## src/rtl/vector_reorder_pipe.sv

```systemverilog
// Registered vector-manipulation stage: reorders, bit-selects, part-selects and popcounts a word,
// buffering results in a 2-entry FIFO behind valid/ready handshakes.
module vector_reorder_pipe #(
  parameter int unsigned WIDTH   = 8,
  parameter int unsigned SLICE_W = 4,
  parameter int unsigned IDX_W   = 4,
  parameter int unsigned CNT_W   = 16
) (
  input  logic                         clk,
  input  logic                         rst_n,
  input  logic                         in_valid,
  output logic                         in_ready,
  input  logic [WIDTH-1:0]             in_data,
  input  logic [1:0]                   mode,
  input  logic [IDX_W-1:0]             bit_sel,
  input  logic [IDX_W-1:0]             slice_lsb,
  output logic                         out_valid,
  input  logic                         out_ready,
  output logic [WIDTH-1:0]             out_data,
  output logic                         out_bit,
  output logic [SLICE_W-1:0]           out_slice,
  output logic [$clog2(WIDTH+1)-1:0]   out_pop,
  output logic [CNT_W-1:0]             xfer_cnt
);

  localparam int unsigned POP_W = $clog2(WIDTH + 1);
  localparam int unsigned AW    = (WIDTH > 1) ? $clog2(WIDTH) : 1;
  localparam int unsigned SW    = (SLICE_W > 1) ? $clog2(SLICE_W) : 1;
  localparam int unsigned HALF  = WIDTH / 2;

  typedef struct packed {
    logic [WIDTH-1:0]   data;
    logic               sel_bit;
    logic [SLICE_W-1:0] slice;
    logic [POP_W-1:0]   pop;
  } entry_t;

  entry_t           new_entry;
  entry_t           head;
  entry_t           tail;
  entry_t           head_next;
  entry_t           tail_next;
  logic [1:0]       occ;
  logic [1:0]       occ_next;
  logic             push;
  logic             pop;
  logic [AW-1:0]    rot_amt;
  logic [WIDTH-1:0] rev_word;
  logic [WIDTH-1:0] rot_word;
  logic [WIDTH-1:0] swp_word;

  assign push = in_valid & in_ready;
  assign pop  = out_valid & out_ready;

  // Result computation for the word currently offered by the producer.
  always_comb begin
    new_entry = '0;
    rev_word  = '0;
    rot_word  = '0;
    rot_amt   = AW'(32'(slice_lsb) % WIDTH);
    swp_word  = {in_data[HALF-1:0], in_data[WIDTH-1:HALF]};
    for (int unsigned i = 0; i < WIDTH; i++) begin
      rev_word[AW'(i)]                          = in_data[AW'(WIDTH - 1 - i)];
      rot_word[AW'((i + 32'(rot_amt)) % WIDTH)] = in_data[AW'(i)];
      new_entry.pop = new_entry.pop + POP_W'(in_data[AW'(i)]);
    end
    case (mode)
      2'd0:    new_entry.data = in_data;
      2'd1:    new_entry.data = rev_word;
      2'd2:    new_entry.data = rot_word;
      default: new_entry.data = swp_word;
    endcase
    if (32'(bit_sel) < WIDTH) new_entry.sel_bit = in_data[AW'(bit_sel)];
    // Slice bits past the MSB read as zero; no wrap-around.
    for (int unsigned j = 0; j < SLICE_W; j++) begin
      if (32'(slice_lsb) + j < WIDTH)
        new_entry.slice[SW'(j)] = in_data[AW'(32'(slice_lsb) + j)];
    end
  end

  // FIFO next-state: head is always the oldest entry, tail only used at occupancy 2.
  always_comb begin
    occ_next  = occ;
    head_next = head;
    tail_next = tail;
    if (push && !pop) begin
      if (occ == 2'd0) head_next = new_entry;
      else             tail_next = new_entry;
      occ_next = occ + 2'd1;
    end else if (!push && pop) begin
      if (occ == 2'd2) head_next = tail;
      occ_next = occ - 2'd1;
    end else if (push && pop) begin
      head_next = new_entry;
    end
  end

  always_ff @(posedge clk or negedge rst_n) begin
    if (!rst_n) begin
      occ       <= 2'd0;
      head      <= '0;
      tail      <= '0;
      in_ready  <= 1'b1;
      out_valid <= 1'b0;
      xfer_cnt  <= '0;
    end else begin
      occ       <= occ_next;
      head      <= head_next;
      tail      <= tail_next;
      in_ready  <= (occ_next != 2'd2);
      out_valid <= (occ_next != 2'd0);
      if (push && (xfer_cnt != {CNT_W{1'b1}})) xfer_cnt <= xfer_cnt + CNT_W'(1);
    end
  end

  assign out_data  = head.data;
  assign out_bit   = head.sel_bit;
  assign out_slice = head.slice;
  assign out_pop   = head.pop;

endmodule
```

## config.mk

```make
export PLATFORM = sky130hd
export DESIGN_NAME = vector_reorder_pipe
export DESIGN_NICKNAME = d
export VERILOG_FILES = /design/src/rtl/vector_reorder_pipe.sv
export SDC_FILE = /design/constraint.sdc
export NUM_CORES = 1
export LEC_CHECK = 0
export CAP_MARGIN = 15
export CORE_UTILIZATION = 45
export DETAILED_ROUTE_END_ITERATION = 10
export PLACE_DENSITY_LB_ADDON = 0.08
export SLEW_MARGIN = 20
export SYNTH_ARGS = -nofsm -noshare
export SYNTH_HDL_FRONTEND = slang
export SYNTH_SLANG_ARGS = --single-unit
```

## constraint.sdc

```tcl
create_clock -name clk -period 1.6 [get_ports clk]
set_clock_uncertainty 0.05 [all_clocks]
set_input_delay 0.32 -clock clk [delete_from_list [all_inputs] [get_ports clk]]
set_output_delay 0.32 -clock clk [all_outputs]
set_load 0.1 [all_outputs]
```

==> flow_results.xml, run 1 <==
<?xml version="1.0" encoding="UTF-8"?>
<metrics>
  <group name="setup_path">
    <metric name="r2r_setup_slack" unit="ns">-0.20</metric>
    <metric name="critPathBufInv" unit="">4</metric>
    <metric name="worst-path-max-fanout" unit="">2</metric>
    <metric name="crit-reg2reg-launch" unit="">occ[1]</metric>
    <metric name="crit_path_max_incr_delay" unit="ns">0.54</metric>
    <metric name="crit_top_cell" unit="">sky130_fd_sc_hd__inv_2</metric>
    <metric name="path_cells" unit="">buf_6 &gt; fa_1 &gt; inv_2 &gt; fa_1 &gt; fa_2 &gt; inv_2 &gt; ha_4 &gt; inv_2 &gt; fa_2 &gt; nor2_1 &gt; a21oi_1 &gt; o21ai_1</metric>
    <metric name="endpoint_kind" unit="">flop</metric>
    <metric name="worst_setup_path_start_kind" unit="">input port</metric>
    <metric name="crit_slowest_cell" unit="">sky130_fd_sc_hd__fa_1</metric>
    <metric name="crit_arrival" unit="ns">3.02</metric>
    <metric name="timing_worst_setup_path_type" unit="">in2reg</metric>
    <metric name="timing.rr.end" unit="">out_data[2]</metric>
    <metric name="r2r.worst_path.cells" unit="">8</metric>
    <metric name="critical-path-top-delay-family" unit="">adder cells</metric>
    <metric name="critical_path_required" unit="ns">1.75</metric>
  </group>
  <group name="floorplanning">
    <metric name="floorplan.rows" unit="">34</metric>
    <metric name="design.core.area" unit="um^2">8720</metric>
    <metric name="total_die_area" unit="um^2">9430</metric>
    <metric name="design.portCount" unit="">57</metric>
    <metric name="fp.dieW" unit="um">97.1</metric>
    <metric name="die_y" unit="um">97.1</metric>
    <metric name="floorplan.initialDensity" unit="">0.467</metric>
  </group>
  <group name="outcome">
    <metric name="outcome" unit="">finished with violations</metric>
    <metric name="violated_checks" unit="">negative setup slack</metric>
  </group>
  <group name="timing">
    <metric name="drv_slew" unit="">0</metric>
    <metric name="min_cycle_time_layout" unit="ns">2.86</metric>
    <metric name="layout_setup_ws" unit="ns">-1.26</metric>
    <metric name="relSlewSlack" unit="">0.627</metric>
    <metric name="max_freq" unit="GHz">0.349</metric>
    <metric name="timing.final.hold_violations" unit="">0</metric>
    <metric name="tightest_slew" unit="ns">0.560</metric>
    <metric name="period_share" unit="">1.79</metric>
    <metric name="setup_total_negative_slack" unit="ns">-11.85</metric>
    <metric name="grt_setup_unrepaired" unit="">true</metric>
    <metric name="final-setup-viol-count" unit="">50</metric>
  </group>
  <group name="synthesis">
    <metric name="average_cell_area_after_synthesis" unit="um^2">8.97</metric>
    <metric name="yosysUniqueCellTypes" unit="">67</metric>
    <metric name="synthFlopType" unit="">sky130_fd_sc_hd__dfrtp_1</metric>
    <metric name="synth_warnings" unit="">0</metric>
    <metric name="ys_seq_elements" unit="">54</metric>
    <metric name="ffs_w_async_s_r_synth" unit="">1.00</metric>
    <metric name="syn_area" unit="um^2">4070</metric>
    <metric name="synth.net_count" unit="">492</metric>
    <metric name="synth_sequential_area_ratio" unit="">0.332</metric>
    <metric name="synth-edff-count" unit="">0</metric>
    <metric name="synthesis.instances" unit="">454</metric>
  </group>
  <group name="global_routing">
    <metric name="first_global_vias" unit="">4455</metric>
    <metric name="largest_net_degree_at_the_start_of_global_routing" unit="">27</metric>
    <metric name="gr-usage-all-layers" unit="">0.292</metric>
    <metric name="grt_pass1_wl" unit="mm">22.1</metric>
    <metric name="gr-total-overflow" unit="">0</metric>
    <metric name="antenna_found_initial" unit="">0</metric>
  </group>
  <group name="job">
    <metric name="drv_cap" unit="">0</metric>
  </group>
  <group name="cells_and_area">
    <metric name="stdcell_area" unit="um^2">7270</metric>
    <metric name="layoutNonFillerInstCount" unit="">733</metric>
    <metric name="layout_common_cells" unit="">sky130_fd_sc_hd__buf_4, sky130_fd_sc_hd__buf_12, sky130_fd_sc_hd__nand2_1, sky130_fd_sc_hd__dfrtp_1, sky130_fd_sc_hd__buf_6</metric>
    <metric name="layout.cells.most_common" unit="">sky130_fd_sc_hd__buf_4</metric>
    <metric name="number_of_fillers_in_the_final_layout" unit="">491</metric>
    <metric name="layout-area-overhead-vs-synth" unit="%">78.7</metric>
    <metric name="nets" unit="">662</metric>
    <metric name="final_layout_size_suffix_gt1_frac" unit="">0.584</metric>
    <metric name="num_antenna_cells" unit="">0</metric>
  </group>
  <group name="drt">
    <metric name="total_number_of_vias" unit="">4588</metric>
    <metric name="antenna_left" unit="">0</metric>
    <metric name="drt_iter0_markers" unit="">259</metric>
    <metric name="met1Wirelength" unit="mm">5.98</metric>
    <metric name="avgViaCountPerCell" unit="">6.26</metric>
    <metric name="drt_pass1_iterations" unit="">5</metric>
    <metric name="met2RoutedLength" unit="mm">8.28</metric>
    <metric name="met3RoutedLength" unit="um">942</metric>
    <metric name="routedWlPerCell" unit="um">21.6</metric>
    <metric name="top_layer_used_by_detailed_routing" unit="">met4</metric>
    <metric name="wl" unit="mm">15.8</metric>
    <metric name="drc" unit="">0</metric>
  </group>
  <group name="placement">
    <metric name="dpl.cell_count" unit="">688</metric>
    <metric name="post_place_instance_area" unit="um^2">6120</metric>
    <metric name="io_buffers" unit="">56</metric>
    <metric name="gp_congestion" unit="">0.948</metric>
    <metric name="setup_slack_at_placement" unit="ns">-1.87</metric>
    <metric name="place_hpwl" unit="mm">9.37</metric>
  </group>
  <group name="clock_tree">
    <metric name="total_cts_buffers" unit="">5</metric>
    <metric name="insertion_delay" unit="ns">0.32</metric>
    <metric name="clock_tree.htree_level_count" unit="">2</metric>
    <metric name="clk_root_buffer_cell" unit="">sky130_fd_sc_hd__clkbuf_8</metric>
    <metric name="numClockSinks" unit="">54</metric>
    <metric name="clk_pin_slew" unit="ns">0.10</metric>
    <metric name="ctsLongestPathBuffers" unit="">2</metric>
    <metric name="cts_tree" unit="">done</metric>
  </group>
  <group name="min_path">
    <metric name="worst_hold_path_endpoint" unit="">tail[10]</metric>
    <metric name="hold_path_depth" unit="">2</metric>
    <metric name="worstHoldPathType" unit="">reg2reg</metric>
    <metric name="worst_hold_startpoint" unit="">tail[10]</metric>
  </group>
  <group name="pwr">
    <metric name="max-vdd-ir-drop" unit="V">0.00101</metric>
    <metric name="cellPowerDensity" unit="nW/um^2">1550</metric>
    <metric name="cellLeakagePower" unit="nW">3.05</metric>
  </group>
</metrics>
==> cells in the mapped netlist, types with 8 or more instances <==
cell / n / area [um^2]
sky130_fd_sc_hd__o31ai_1: 11 / 82.6
sky130_fd_sc_hd__nand3_1: 16 / 80.1
sky130_fd_sc_hd__o21ai_0: 26 / 130
sky130_fd_sc_hd__and3_1: 8 / 50.1
sky130_fd_sc_hd__inv_1: 18 / 67.6
sky130_fd_sc_hd__ha_1: 12 / 150
sky130_fd_sc_hd__nand4_1: 8 / 50.1
sky130_fd_sc_hd__a211oi_1: 14 / 105
sky130_fd_sc_hd__a21o_1: 8 / 60.1
sky130_fd_sc_hd__nor2b_1: 10 / 62.6
sky130_fd_sc_hd__nand2b_1: 8 / 50.1
sky130_fd_sc_hd__buf_2: 18 / 90.1
sky130_fd_sc_hd__nand2_1: 55 / 206
sky130_fd_sc_hd__nor2_1: 18 / 67.6
sky130_fd_sc_hd__clkbuf_1: 15 / 56.3
sky130_fd_sc_hd__dfrtp_1: 53 / 1330
sky130_fd_sc_hd__xnor2_1: 14 / 123
sky130_fd_sc_hd__a21oi_1: 28 / 140
==> kinds of logic after synthesis <==
logic type,share of synthesized area
AOI/OAI and AO/OA,0.233
xor gates and xnor gates,0.0569
adders and majority gates,0.0566
buffers and inverters,0.0646
DFF,0.332
muxes,0.0704
and+or+nand+nor,0.187
==> state kept, by name (all words and copies together) (netlist names) <==
signal     count
out_valid      1
out_data       8
in_ready       1
out_pop        4
out_slice      4
tail          17
occ            2
xfer_cnt      16
out_bit        1
==> routing by layer <==
layer / GRT usage / vias to the layer above
li1: - / 1998
met1: 0.356 / 2293
met2: 0.528 / 238
met3: 0.0302 / 59
met4: 0.110 / 0
met5: 0 / -
==> power by group <==
part / switching [mW] / internal, mW / leakage (nW)
clock: 0.493 / 0.475 / 0.0587
combinational: 4.52 / 3.32 / 2.33
sequential: 0.544 / 1.95 / 0.656
==> tightest hold or removal path, stage by stage (launching register included) <==
cell                      delay, ns
sky130_fd_sc_hd__dfrtp_1       0.35
sky130_fd_sc_hd__nand2_1       0.06
sky130_fd_sc_hd__o31ai_2       0.05
==> repair_timing <==
action	4_1_cts	5_1_grt
endpoints found under the setup margin	46	53
gates cloned	3	0
hold buffers	1	0
buffers inserted	22	13
pin swaps	47	52
gates resized for setup	142	65
hold endpoints to repair	19	0
==> through the flow <==
stage | power (mW) | util | hold slack (ns)
after global placement | 8.71 | 0.702 | 0.270
after floorplan | 6.36 | - | -0.0256
after detailed placement | 8.88 | 0.702 | 0.279
after global routing | 11.7 | 0.834 | 0.470
after CTS | 10.5 | 0.786 | 0.431
final | 11.3 | 0.834 | 0.442
==> area by class of cell <==
class                      instances  area (um^2)  share of cell area
tap                              108          135              0.0186
clock buffer                       5         68.8             0.00946
timing repair buffer             200         2260               0.311
inverter                          19         97.6              0.0134
sequential                        54         1410               0.194
clock inverter                     3         47.5             0.00654
multi-input combinational        344         3250               0.446
==> worst max-delay path by stage <==
stage               startpoint  slack, ns         end  cells after the start
detailed placement  in_data[0]      -1.87  out_pop[2]                     13
global route        in_data[0]      -1.35  out_pop[2]                     13
CTS                 in_data[3]      -1.24  out_pop[1]                     12
finish              in_data[0]      -1.26  out_pop[1]                     12
global placement    in_data[0]      -1.85  out_pop[2]                     13
floorplan           in_data[0]      -1.32  out_pop[1]                     11
No activity file was read; power rests on OpenSTA's default activity.
==> run 2, diff against run 1 <==
CAP_MARGIN = 20   (was 15)
RECOVER_POWER = 50   (was not set)
SLEW_MARGIN = not set   (was 20)
==> run 2 against run 1 <==
  * The run still ends with negative setup slack left
  * Non-clock buffer count unchanged
  * Cell count unchanged
  * Design area down 0.22%
==> flow_results.xml, run 2 (synthesis results as in run 1) <==
<?xml version="1.0" encoding="UTF-8"?>
<metrics>
  <group name="outcome">
    <metric name="outcome" unit="">finished with violations</metric>
    <metric name="violated_checks" unit="">negative setup slack</metric>
  </group>
  <group name="cells_and_area">
    <metric name="post-route-util" unit="">0.832</metric>
    <metric name="nets" unit="">662</metric>
    <metric name="largest_register_ff_count" unit="">17</metric>
    <metric name="layout.cells.most_common" unit="">sky130_fd_sc_hd__buf_4</metric>
    <metric name="regMostFlops" unit="">tail</metric>
    <metric name="multi_input_comb_area" unit="um^2">3250</metric>
    <metric name="number_of_fillers_in_the_final_layout" unit="">494</metric>
    <metric name="layoutNonFillerInstCount" unit="">733</metric>
    <metric name="final_layout_size_suffix_gt1_frac" unit="">0.582</metric>
    <metric name="layout_common_cells" unit="">sky130_fd_sc_hd__buf_4, sky130_fd_sc_hd__nand2_1, sky130_fd_sc_hd__buf_12, sky130_fd_sc_hd__dfrtp_1, sky130_fd_sc_hd__buf_6</metric>
    <metric name="layout-area-overhead-vs-synth" unit="%">78.3</metric>
    <metric name="area.sequential" unit="um^2">1410</metric>
    <metric name="num_antenna_cells" unit="">0</metric>
  </group>
  <group name="clock_tree">
    <metric name="total_cts_buffers" unit="">5</metric>
    <metric name="clk_pin_slew" unit="ns">0.10</metric>
    <metric name="numClockSinks" unit="">54</metric>
    <metric name="clock_tree.htree_level_count" unit="">2</metric>
    <metric name="ctsLongestPathBuffers" unit="">2</metric>
    <metric name="cts_tree" unit="">done</metric>
    <metric name="insertion_delay" unit="ns">0.32</metric>
    <metric name="clk_root_buffer_cell" unit="">sky130_fd_sc_hd__clkbuf_8</metric>
  </group>
  <group name="timing">
    <metric name="grt_setup_unrepaired" unit="">true</metric>
    <metric name="tightest_slew" unit="ns">0.582</metric>
    <metric name="layout_setup_ws" unit="ns">-1.27</metric>
    <metric name="drv_slew" unit="">0</metric>
    <metric name="relSlewSlack" unit="">0.612</metric>
    <metric name="min_cycle_time_layout" unit="ns">2.87</metric>
    <metric name="timing.final.hold_violations" unit="">0</metric>
    <metric name="final-setup-viol-count" unit="">50</metric>
    <metric name="final.hold.worst_slack" unit="ns">0.440</metric>
    <metric name="period_share" unit="">1.79</metric>
    <metric name="max_freq" unit="GHz">0.349</metric>
  </group>
  <group name="pwr">
    <metric name="max-vdd-ir-drop" unit="V">0.00101</metric>
    <metric name="cellLeakagePower" unit="nW">3.04</metric>
    <metric name="switching_fraction_of_total_power" unit="">0.492</metric>
    <metric name="cellPowerDensity" unit="nW/um^2">1560</metric>
    <metric name="internal_power" unit="mW">5.74</metric>
    <metric name="clock_power_share" unit="">0.086</metric>
    <metric name="comb_power_share" unit="">0.694</metric>
    <metric name="p_switching" unit="mW">5.56</metric>
    <metric name="power_total" unit="mW">11.3</metric>
    <metric name="power_frac_seq" unit="">0.221</metric>
  </group>
  <group name="min_path">
    <metric name="worstHoldPathType" unit="">reg2reg</metric>
  </group>
  <group name="setup_path">
    <metric name="crit_slowest_cell" unit="">sky130_fd_sc_hd__fa_1</metric>
    <metric name="worst_setup_path_start_kind" unit="">input port</metric>
    <metric name="critical_path_required" unit="ns">1.75</metric>
    <metric name="crit_arrival" unit="ns">3.02</metric>
    <metric name="endpoint_kind" unit="">flop</metric>
    <metric name="crit_path_max_incr_delay" unit="ns">0.54</metric>
    <metric name="crit_top_cell" unit="">sky130_fd_sc_hd__inv_2</metric>
    <metric name="path_cells" unit="">buf_6 &gt; fa_1 &gt; inv_2 &gt; fa_1 &gt; fa_2 &gt; inv_2 &gt; ha_4 &gt; inv_2 &gt; fa_2 &gt; nor2_1 &gt; a21oi_1 &gt; o21ai_1</metric>
    <metric name="worst-path-max-fanout" unit="">2</metric>
    <metric name="timing_worst_setup_path_type" unit="">in2reg</metric>
  </group>
  <group name="placement">
    <metric name="gp_congestion" unit="">0.948</metric>
    <metric name="dpl.cell_count" unit="">688</metric>
    <metric name="io_buffers" unit="">56</metric>
    <metric name="setup_slack_at_placement" unit="ns">-1.87</metric>
    <metric name="place_hpwl" unit="mm">9.37</metric>
  </group>
  <group name="floorplanning">
    <metric name="die_y" unit="um">97.1</metric>
    <metric name="floorplan.rows" unit="">34</metric>
    <metric name="fp.dieW" unit="um">97.1</metric>
    <metric name="floorplan.initialDensity" unit="">0.467</metric>
    <metric name="design.portCount" unit="">57</metric>
    <metric name="total_die_area" unit="um^2">9430</metric>
    <metric name="design.core.area" unit="um^2">8720</metric>
  </group>
  <group name="drt">
    <metric name="routedWlPerCell" unit="um">21.6</metric>
    <metric name="total_number_of_vias" unit="">4597</metric>
    <metric name="antenna_left" unit="">0</metric>
    <metric name="drt_iter0_markers" unit="">299</metric>
    <metric name="drt_pass1_iterations" unit="">5</metric>
    <metric name="avgViaCountPerCell" unit="">6.27</metric>
    <metric name="wl" unit="mm">15.8</metric>
    <metric name="drc" unit="">0</metric>
  </group>
  <group name="global_routing">
    <metric name="first_global_vias" unit="">4455</metric>
    <metric name="gr-usage-all-layers" unit="">0.292</metric>
    <metric name="global_route.usage.met2" unit="">0.528</metric>
    <metric name="grt.busiest_layer" unit="">met2</metric>
    <metric name="antenna_found_initial" unit="">0</metric>
    <metric name="largest_net_degree_at_the_start_of_global_routing" unit="">27</metric>
    <metric name="grt_pass1_wl" unit="mm">22.1</metric>
    <metric name="gr-total-overflow" unit="">0</metric>
    <metric name="grtUsageMet3" unit="">0.0302</metric>
    <metric name="gr-usage-met1" unit="">0.356</metric>
  </group>
  <group name="job">
    <metric name="drv_cap" unit="">0</metric>
  </group>
</metrics>
-- run 2: cell types whose count changed in the layout (fill, tap and decap cells not counted) --
cell,change
sky130_fd_sc_hd__clkbuf_2,+1
sky130_fd_sc_hd__clkbuf_4,+1
sky130_fd_sc_hd__buf_2,-1
sky130_fd_sc_hd__clkbuf_1,+1
sky130_fd_sc_hd__buf_4,-1
sky130_fd_sc_hd__buf_12,-1
-- run 2: worst paths after layout --
| check | startpoint | to | slack (ns) | cells past startpoint |
|---|---|---|---|---|
| worst max-delay path | in_data[0] | out_pop[1] | -1.27 | 12 |
| worst min-delay path | tail[10] | tail[10] | 0.44 | 2 |
| worst max register to register | occ[1] | out_data[2] | -0.19 | 8 |
| worst min register to register | tail[10] | tail[10] | 0.44 | 2 |
| max in group asynchronous | rst_n | xfer_cnt[14] | 0.14 | 3 |
| min in group asynchronous | rst_n | xfer_cnt[1] | 0.46 | 2 |
-- run 2: timing repair --
| item | in CTS | in global routing |
|---|---|---|
| endpoints found under the hold margin | 19 | 0 |
| resized for setup | 142 | 65 |
| hold buffers | 1 | 0 |
| setup endpoints to repair | 46 | 53 |
| pin swaps | 47 | 52 |
| cloned | 3 | 0 |
| buffers inserted | 22 | 13 |
-- run 2: power by group through the flow --
stage	clock network [mW]	registers, mW	logic [mW]
after floorplan	0	4.47	1.89
after global placement	0	2.39	6.33
after detailed placement	0	2.43	6.45
after CTS	0.978	2.43	7.14
after global routing	1.03	2.52	8.13
final	0.968	2.50	7.84
-- run 2: critical path: cells and delay by family --
family | cells | cell delay, ns
compound gates | 2 | 0.24
fa+ha+maj | 5 | 2.14
buf+inv | 4 | 0.25
simple gates | 1 | 0.05
-- run 2: metrics by stage --
step / setup TNS, ns / cell area [um^2]
6_report: -11.87 / 7260
5_1_grt: -15.13 / 7260
4_1_cts: -10.42 / 6860
3_5_place_dp: -40.43 / 6120
3_3_place_gp: -38.96 / 6120
2_1_floorplan: -18.27 / 4500
-- run 2: layout make-up --
type / instances / area share
clock buffer: 5 / 0.00948
multi-input combinational: 344 / 0.447
inverter: 19 / 0.0134
timing repair buffer: 200 / 0.310
clock inverter: 3 / 0.00655
tap: 108 / 0.0186
sequential: 54 / 0.195
-- run 2: per-layer routing --
metal | share of wire | vias up
met5 | 0 | -
met4 | 0.040 | 0
met3 | 0.065 | 68
met2 | 0.52 | 261
met1 | 0.37 | 2272
li1 | - | 1996
